[src/rtl/mem_arbiter.sv]
// mem_arbiter: N-client round-robin arbiter onto one registered line memory port.
// Define ARB_FIXED_PRIO_EN for fixed lowest-index-first priority.
module mem_arbiter #(
  parameter int N_PORTS = 2,
  parameter int ADDR_W  = 28,
  parameter int LINE_W  = 128
) (
  input  logic                      clk,
  input  logic                      rst_n,
  input  logic [N_PORTS-1:0]        cl_read,
  input  logic [N_PORTS-1:0]        cl_write,
  input  logic [N_PORTS*ADDR_W-1:0] cl_addr,
  input  logic [N_PORTS*LINE_W-1:0] cl_wdata,
  output logic [LINE_W-1:0]         cl_rdata,
  output logic [N_PORTS-1:0]        cl_ready,
  output logic                      mem_read,
  output logic                      mem_write,
  output logic [ADDR_W-1:0]         mem_addr,
  output logic [LINE_W-1:0]         mem_wdata,
  input  logic [LINE_W-1:0]         mem_rdata,
  input  logic                      mem_ready
);

  localparam int IDX_W = $clog2(N_PORTS);
  localparam logic [IDX_W:0] NP = (IDX_W+1)'(N_PORTS);
  localparam logic [IDX_W-1:0] LAST = IDX_W'(N_PORTS-1);

  typedef enum logic [1:0] {IDLE, BUSY, DONE} state_t;

  state_t              state_q, state_d;
  logic [IDX_W-1:0]    ptr_q, grant_q, win;
  logic [N_PORTS-1:0]  req;
  logic                found;
  logic [IDX_W:0]      cand;
  logic [ADDR_W-1:0]   sel_addr;
  logic [LINE_W-1:0]   sel_wdata;
  logic                sel_wr;
  logic [LINE_W-1:0]   rdata_q;

  // first requester at or after the pointer, wrapping modulo N_PORTS
  always_comb begin
    req   = cl_read | cl_write;
    win   = '0;
    found = 1'b0;
    cand  = '0;
    for (int k = 0; k < N_PORTS; k++) begin
      cand = {1'b0, ptr_q} + (IDX_W+1)'(k);
      if (cand >= NP) cand = cand - NP;
      if (!found && req[cand[IDX_W-1:0]]) begin
        found = 1'b1;
        win   = cand[IDX_W-1:0];
      end
    end
  end

  always_comb begin
    sel_addr  = '0;
    sel_wdata = '0;
    sel_wr    = 1'b0;
    for (int i = 0; i < N_PORTS; i++) begin
      if (win == IDX_W'(i)) begin
        sel_addr  = cl_addr[i*ADDR_W +: ADDR_W];
        sel_wdata = cl_wdata[i*LINE_W +: LINE_W];
        sel_wr    = cl_write[i];
      end
    end
  end

  always_ff @(posedge clk or negedge rst_n) begin
    if (!rst_n) state_q <= IDLE;
    else        state_q <= state_d;
  end

  always_comb begin
    state_d = state_q;
    unique case (state_q)
      IDLE:    if (found) state_d = BUSY;
      BUSY:    if (mem_ready) state_d = DONE;
      DONE:    state_d = IDLE;
      default: state_d = IDLE;
    endcase
  end

  always_ff @(posedge clk or negedge rst_n) begin
    if (!rst_n) begin
      grant_q   <= '0;
      mem_read  <= 1'b0;
      mem_write <= 1'b0;
      mem_addr  <= '0;
      mem_wdata <= '0;
      rdata_q   <= '0;
    end else if (state_q == IDLE) begin
      if (found) begin
        grant_q   <= win;
        mem_read  <= ~sel_wr;
        mem_write <= sel_wr;
        mem_addr  <= sel_addr;
        mem_wdata <= sel_wdata;
      end
    end else if (state_q == BUSY) begin
      if (mem_ready) begin
        if (mem_read) rdata_q <= mem_rdata;
        mem_read  <= 1'b0;
        mem_write <= 1'b0;
      end
    end
  end

`ifdef ARB_FIXED_PRIO_EN
  assign ptr_q = '0;
`else
  always_ff @(posedge clk or negedge rst_n) begin
    if (!rst_n)
      ptr_q <= '0;
    else if (state_q == IDLE && found)
      ptr_q <= (win == LAST) ? '0 : win + 1'b1;
  end
`endif

  always_comb begin
    cl_ready = '0;
    for (int i = 0; i < N_PORTS; i++)
      cl_ready[i] = (state_q == DONE) && (grant_q == IDX_W'(i));
  end

  assign cl_rdata = rdata_q;

endmodule

[config.mk]
export PLATFORM = sky130hd
export DESIGN_NAME = mem_arbiter
export DESIGN_NICKNAME = d
export VERILOG_FILES = /design/src/rtl/mem_arbiter.sv
export SDC_FILE = /design/constraint.sdc
export NUM_CORES = 1
export LEC_CHECK = 0
export BUFFER_PORTS_ARGS = -buffer_cell sky130_fd_sc_hd__buf_2
export CAP_MARGIN = 20
export CORE_AREA = 2 2 284 286
export CTS_BUF_LIST = sky130_fd_sc_hd__clkbuf_16
export CTS_CLUSTER_DIAMETER = 100
export DETAILED_ROUTE_END_ITERATION = 8
export DIE_AREA = 0 0 286 288
export GPL_TIMING_DRIVEN = 0
export HOLD_SLACK_MARGIN = 0.12
export PLACE_DENSITY = 0.41
export SLEW_MARGIN = 10
export SYNTH_ARGS = -nofsm -noshare
export SYNTH_HDL_FRONTEND = slang
export SYNTH_SLANG_ARGS = --single-unit
[constraint.sdc]
create_clock -name clk -period 1.5 [get_ports clk]
set_input_delay 0.225 -clock clk [delete_from_list [all_inputs] [get_ports clk]]
set_output_delay 0.225 -clock clk [all_outputs]
set_load 0.01 [all_outputs]
# Word-level counts from Yosys, hierarchy flattened
# Index checks and enable logic that the tools add are counted.
[word_totals]
ff_bits = 290
out_inout_bits = 288
word_cells = 59
[classes]
addsub = 4
magnitude_cmp = 4
n_eq_ne = 4
mux = 23
bitwise_logic = 4
reduce_logical = 12
[op_table]
columns = ["op", "count"]
rows = [
  ["$mux 128", 1],
  ["$mux 28", 1],
  ["$mux 1", 18],
  ["$logic_and 1x1->1", 4],
  ["$lt 1x2->1 const B", 2],
  ["$mux 2", 2],
  ["$ne 2x2->1 const B", 2],
  ["$pmux 2 s2", 1],
  ["$reduce_and 2->1", 2],
  ["$reduce_and 4->1", 1],
  ["$reduce_bool 2->1", 2],
  ["$not 1->1", 3],
  ["$reduce_and 3->1", 1],
  ["$add 1x1->2 const B", 1],
  ["$eq 2x1->1 const B", 1],
  ["$eq 2x2->1 const B", 1],
  ["$ge 1x2->1 const B", 1],
  ["$ge 2x2->1 const B", 1],
  ["$logic_not 2->1", 1],
  ["$or 2x2->2", 1],
  ["$sub 1x1->1 const B", 2],
  ["$add 1x1->1 const B", 1],
  ["$logic_not 1->1", 1],
]

# Longest topological paths before layout
# Gate-level depths: netlist of the first run.
[logic_depth]
word_depth = 12
mapped_depth = 7
depth_no_buf = 5

# Worst setup path after synthesis of the first run
# No wires, ideal clock.
[synth_timing]
path_type = "register to register"
from = "reg state_q[1]"
to = "reg rdata_q[108] (netlist: cl_rdata[108])"
setup_ns = 0.128
arrival_ns = 1.511
required_time_ns = 1.372
slack_ns = -0.139
path_stages_with_launch = 8
n_path_buf = 2
path_cell_list = "dfrtp_1 -> nand2b_1 -> or2_1 -> inv_1 -> nand2_1 -> buf_2 -> buf_2 -> mux2_1"
[synth_via]
elab_chain_len = 3
[synth_rtl]
columns = ["element", "line_no", "text"]
rows = [
  ["from (decl)", "30", "state_t state_q, state_d;"],
  ["from (signal assigned)", "71", "else state_q <= state_d;"],
  ["$logic_not 2->1", "92", "end else if (state_q == IDLE) begin"],
  ["$not 1->1 (no source line)", "--", ""],
  ["$reduce_and 4->1 (no source line) (*)", "--", ""],
  ["to (signal assigned)", "102", "if (mem_read) rdata_q <= mem_rdata;"],
  ["to (decl)", "38", "logic [LINE_W-1:0] rdata_q;"],
]
# Mark *: on every way between the ends. The rest lies on a longest branch, timed or not.
# A chain may end at the register's enable or synchronous reset.

# Worst setup path in the final report of the first run
[layout_timing]
from = "reg state_q[0]"
to = "reg mem_wdata[16]"
[layout_via]
elab_chain_len = 2
[layout_rtl]
columns = ["element", "line_no", "text"]
rows = [
  ["$logic_not 2->1", "92", ""],
  ["$reduce_and 2->1 (no source line)", "--", ""],
  ["to (signal assigned)", "98", "mem_wdata <= sel_wdata;"],
  ["to (decl)", "19", "output logic [LINE_W-1:0] mem_wdata,"],
]
# No other way between the ends.

==> metrics.txt, run 1 <==
Cells after Synth=820; Critical Path Fanout Max=5; Setup WS post-layout=-386 ps; CP startpoint kind=flip-flop; worst reg-to-reg path cell count=8; post-synthesis sequential area ratio=64.2%; GR peak layer=met2; GPL Wtd Cong=0.861; vias per cell=around 4.0; Die H=~290 microns; Final period util=126%; Net Count, Synth=around 1,300; die area=between 80,000 and 90,000 sq um; Yosys cell types=23; CTS Sinks=290; DR iter-0 viols=approximately 1,300; Setup CP Type=flip-flop to flip-flop; Slew headroom=60.1%; DP HPWL=roughly 39 mm; CP arrival=~2300 ps; IO Port Bufs=roughly 730; die width=~290 microns; initial antenna violation count=2; crit end category=flip-flop; status=complete, but fails checks; Min Hold Slack=~180 ps; HP Class=primary input to flip-flop; nets=2,537; Fin. Hold Viols=0; Seq cells post-synth=between 200 and 300; worst-margin pin slew=~600 ps; synth warn=0; H-tree levels=2; overall global routing resource usage=roughly an eighth; GRT met2 Usage=23.1%; # setup viols final=290; root buffer cell=clkbuf_16; CTS Buffer Depth=3; clock-pin slew on the worst setup and hold paths=~60 ps; via count=around 13,000; DRC=30; most frequent cells in the layout=buf_2, dlygate4sd3_1, dfrtp_1; worst path required time=between 1500 and 2000 ps; synthesized area=between 10,000 and 15,000 sq um; fmax=about 530 MHz; core area=between 70,000 and 80,000 sq um; pin count of the biggest net entering global routing=100; Avg Cell Area, Syn=13.8 sq um; TritonCTS Buffers=36; CTS tree=yes; worst skew pair latency=around 530 ps; commonest non-fill, non-tap cell in the layout=buf_2; vias in the first global route=between 10,000 and 15,000; WL final=57.4 mm; Tmin final=~1900 ps; total I/O pin count=around 740; failing checks=design-rule violations, negative setup slack; first-pass GRT wire length=~80 mm; RSZ-0062 raised after global routing=true; first drt pass iteration count=9; global-route met1 utilization=13.4%; VDD IR-drop max=around 920 uV; Slew Viols, Final=0; setup tns final=-68,370 ps; total grt overflow=0; WL/cell=18.1 microns; Pwr Density=about 1900 nW/um^2; Area growth syn-to-layout=110%; row cnt=between 100 and 150; share of cells above drive strength 1=49.4%; Hold Path Cell Cnt=4; Pleak=12.1 nW; met3 Usage GRT=around 3.2%; Initial Util=14.2%; max cap viols=0; Setup Skew=roughly 15 ps; ANT nets after route=0; Final Util=between 20% and 30%
## critical path, cell delays in order (launching register included)
cell and delay [ps]:
dfrtp_2 430, nor2_4 140, o41ai_4 110, buf_12 170
buf_12 140, buf_6 120, buf_8 120, a222oi_1 400
inv_1 90
## cells by family (layout without fill, tap and decap cells)
kind of cell	Yosys count	count (layout)	synth area share, %
AO/OA/AOI/OAI	165	165	14.5
AND/OR/NAND/NOR	11	11	0.586
buffers and inverters	225	1518	7.91
flip-flops	290	290	64.2
other	0	1	0
multiplexers	129	129	12.8
## registers in the layout, indices dropped and copies added, names as in the netlist
name and cells:
cl_rdata 128, grant_q 1, mem_addr 28, mem_read 1, mem_wdata 128, mem_write 1, ptr_q 1, state_q 2
## synthesized netlist by cell type (all sizes together)
cell type | n | share of area, %
o221a | 1 | 0.10
clkbuf | 22 | 0.73
nor3b | 1 | 0.066
mux2 | 129 | 13
and2 | 1 | 0.055
a21oi | 1 | 0.044
a21o | 2 | 0.13
nand3 | 1 | 0.044
nand2 | 1 | 0.033
dfrtp | 290 | 64
nand2b | 2 | 0.11
or2 | 1 | 0.055
buf | 44 | 1.9
inv | 159 | 5.3
nor2 | 2 | 0.066
o41ai | 1 | 0.24
and3b | 2 | 0.15
o21ai | 3 | 0.13
a31oi | 1 | 0.055
a222oi | 156 | 14
## per-stage QoR
step           std cells  power [mW]  worst slack (ps)  instance area [sq um]
6_report            3174        44.2              -386                  23800
5_1_grt             3174        47.0              -419                  23800
4_1_cts             3158        43.7              -325                  23300
3_5_place_dp        2617        31.0             -1010                  16600
3_3_place_gp        2614        30.7             -5470                  16500
2_1_floorplan        820        22.8             -78.2                  11500
## what timing repair did
item | in CTS | in global routing
endpoints found under the hold margin | 380 | 0
setup buffers | 16 | 2
gates cloned | 21 | 13
resized for setup | 184 | 21
endpoints found under the setup margin | 291 | 391
pin swaps | 84 | 29
hold buffers | 445 | 0
## layout make-up
class | instances | area (sq um)
Antenna cell | 1 | 2.50
Buffer | 64 | 925
Clock buffer | 38 | 951
Clock inverter | 23 | 169
Fill cell | 8178 | 55900
Inverter | 159 | 599
Multi-Input combinational cell | 305 | 3270
Sequential cell | 290 | 7260
Tap cell | 1060 | 1330
Timing Repair Buffer | 1234 | 9270
## where the power goes
part           leakage, nW  internal, mW  switching (mW)
Clock                0.562          4.90            3.39
Sequential            3.54          11.8            2.25
Combinational         8.03          11.3            10.5
Total                 12.1          28.0            16.2
## layer usage
metal / up-vias / share of wire (%)
met5: - / 0
met4: 0 / 4.8
met3: 160 / 7.9
met2: 746 / 51
met1: 6041 / 36
li1: 5625 / -
## worst paths after layout
kind	slack (ps)	from	endpoint
min	180	cl_write[1]	mem_read
max in group asynchronous	180	rst_n	mem_read
max reg2reg	-390	state_q[0]	mem_wdata[16]
min reg2reg	500	cl_rdata[74]	cl_rdata[74]
min in group asynchronous	290	rst_n	cl_rdata[36]
max	-390	state_q[0]	mem_wdata[16]
Power figures use the tool's default switching activity.
==> inputs of run 2 (changes only) <==
- TNS_END_PERCENT: default -> 5
==> run 2 against run 1 <==
The run still ends with design-rule violations, negative setup slack left. Sequential power barely moved. Global-route usage fell by 0.17 points. Combinational power fell by 12%. Worst hold slack improved by 25 ps. Critical path type unchanged.
==> metrics.txt, run 2 (synthesis results as in run 1) <==
CTS Buffer Depth=3; FILL cells=about 8,000; max incr delay on CP=between 400 and 500 ps; NetSw=between 15 and 20 mW; total grt overflow=0; Tmin final=around 1800 ps; Initial Util=14.2%; pin count of the biggest net entering global routing=103; VDD IR-drop max=between 1000 and 1500 uV; worst r2r src=state_q[0]; Slew Viols, Final=0; first-pass GRT wire length=78.4 mm; DRC=9; share of cells above drive strength 1=between 40% and 50%; H-tree levels=2; WL final=roughly 55 mm; antenna cells=0; failing checks=design-rule violations, negative setup slack; CP startpoint=state_q[0]; Seq pwr share=34.0%; Area growth syn-to-layout=99.8%; Critical Path Fanout Max=10; fmax=~560 MHz; Switching Share=37.4%; HP Class=primary input to flip-flop; Setup CP Type=flip-flop to flip-flop; Clk network pwr share=19.5%; ANT nets after route=0; Slowest cell on crit path=dfrtp_2; Cell Chain, Critical Path=nor2_4 -> o41ai_4 -> buf_6 -> buf_8 -> a222oi_1 -> inv_1; vias in the first global route=around 13,000; Pwr Density=between 1500 and 2000 nW/um^2; total I/O pin count=approximately 740; CTS tree=yes; root buffer cell=clkbuf_16; die area=a little over 80,000 sq um; first drt pass iteration count=9; TritonCTS Buffers=36; CP startpoint kind=flip-flop; Pleak=between 10 and 15 nW; Slew headroom=55.2%; Fin. Hold Viols=0; Setup WS post-layout=-276 ps; RSZ-0062 raised after global routing=true; worst skew pair latency=approximately 540 ps; die width=between 200 and 300 microns; overall global routing resource usage=about 12%; CTS Sinks=between 200 and 300; worst-margin pin slew=~670 ps; Logic pwr share=between 40% and 50%; P_int=around 26 mW; non-filler instance count after layout=about 3,100; # setup viols final=between 200 and 300; worst path required time=roughly 1900 ps; IO Port Bufs=734; status=complete, but fails checks; initial antenna violation count=1; most frequent cells in the layout=buf_2, dlygate4sd3_1, dfrtp_1; Final period util=118%; WL/cell=17.5 microns; Final Cell Area=around 23,000 sq um; HP Start=cl_write[0]; Min Hold Slack=a little over 200 ps; nets=around 2,500; CP arrival=around 2200 ps; vias per cell=a little under 4; crit end category=flip-flop; Area after DPL=~16,000 sq um; Die H=about 290 microns; commonest non-fill, non-tap cell in the layout=buf_2; clock-pin slew on the worst setup and hold paths=approximately 60 ps; placed instance count=~2,600; DR iter-0 viols=approximately 1,000; DP HPWL=a little under 40 mm; row cnt=104; core area=between 70,000 and 80,000 sq um; Setup Skew=15.9 ps; via count=between 10,000 and 15,000; max cap viols=0; GPL Wtd Cong=a little under 1
-- run 2: final cells by class --
cell class | count | area (sq um) | area share [%]
sequential | 290 | 7260 | 32.1
clock inverter | 23 | 134 | 0.592
buffer | 65 | 722 | 3.19
tap | 1060 | 1330 | 5.87
inverter | 159 | 599 | 2.65
timing repair buffer | 1190 | 8340 | 36.9
clock buffer | 38 | 951 | 4.21
multi-input combinational | 305 | 3270 | 14.5
-- run 2: power by group through the flow --
| stage | Sequential [mW] | Clock (mW) | Combinational [mW] |
|---|---|---|---|
| detailed placement | 14.0 | 0 | 16.7 |
| floorplan | 15.5 | 0 | 6.95 |
| global route | 14.5 | 8.75 | 20.8 |
| finish | 14.1 | 8.08 | 19.2 |
| CTS | 14.0 | 8.47 | 18.9 |
| global placement | 14.0 | 0 | 16.4 |
-- run 2: worst max-delay path: cells and delay by family, from the launching register on --
| kind | cells | cell delay [ps] |
|---|---|---|
| AND/OR/NAND/NOR | 1 | 170 |
| buffers and inverters | 3 | 470 |
| flip-flops | 1 | 430 |
| AO/OA/AOI/OAI | 2 | 550 |
-- run 2: worst paths after layout --
kind	end	slack [ps]	cells after the start
setup / recovery	mem_wdata[81]	-280	6
hold / removal	mem_read	200	4
setup reg to reg	mem_wdata[81]	-280	6
hold reg to reg	cl_rdata[93]	500	1
max in group asynchronous	state_q[1]	170	3
min in group asynchronous	cl_rdata[77]	300	2
-- run 2: through the flow --
step / setup TNS, ps / power [mW] / utilization (%) / worst slack [ps]
final: -53440 / 41.4 / 28.4 / -276
after detailed placement: -200980 / 30.7 / 20.7 / -1270
after CTS: -63750 / 41.5 / 28.2 / -280
after global routing: -82480 / 44.0 / 28.4 / -381
after floorplan: -13450 / 22.5 / - / -78.2
after global placement: -1754160 / 30.5 / 20.6 / -5460
-- run 2: what timing repair did --
item                                    in CTS  in global routing
endpoints found under the setup margin     291                444
resized for setup                          135                 17
cloned                                       1                  3
setup buffers                                3                  2
hold buffers                               444                  0
endpoints found under the hold margin      387                  0
pin swaps                                  125                 38
-- run 2: layer usage --
metal	track usage, %	part of all wire, %	wire length, microns
met4	7.00	5.5	2990
met2	22.5	50	27600
met3	3.16	7.9	4340
met5	0	0.020	11
met1	13.1	36	19800
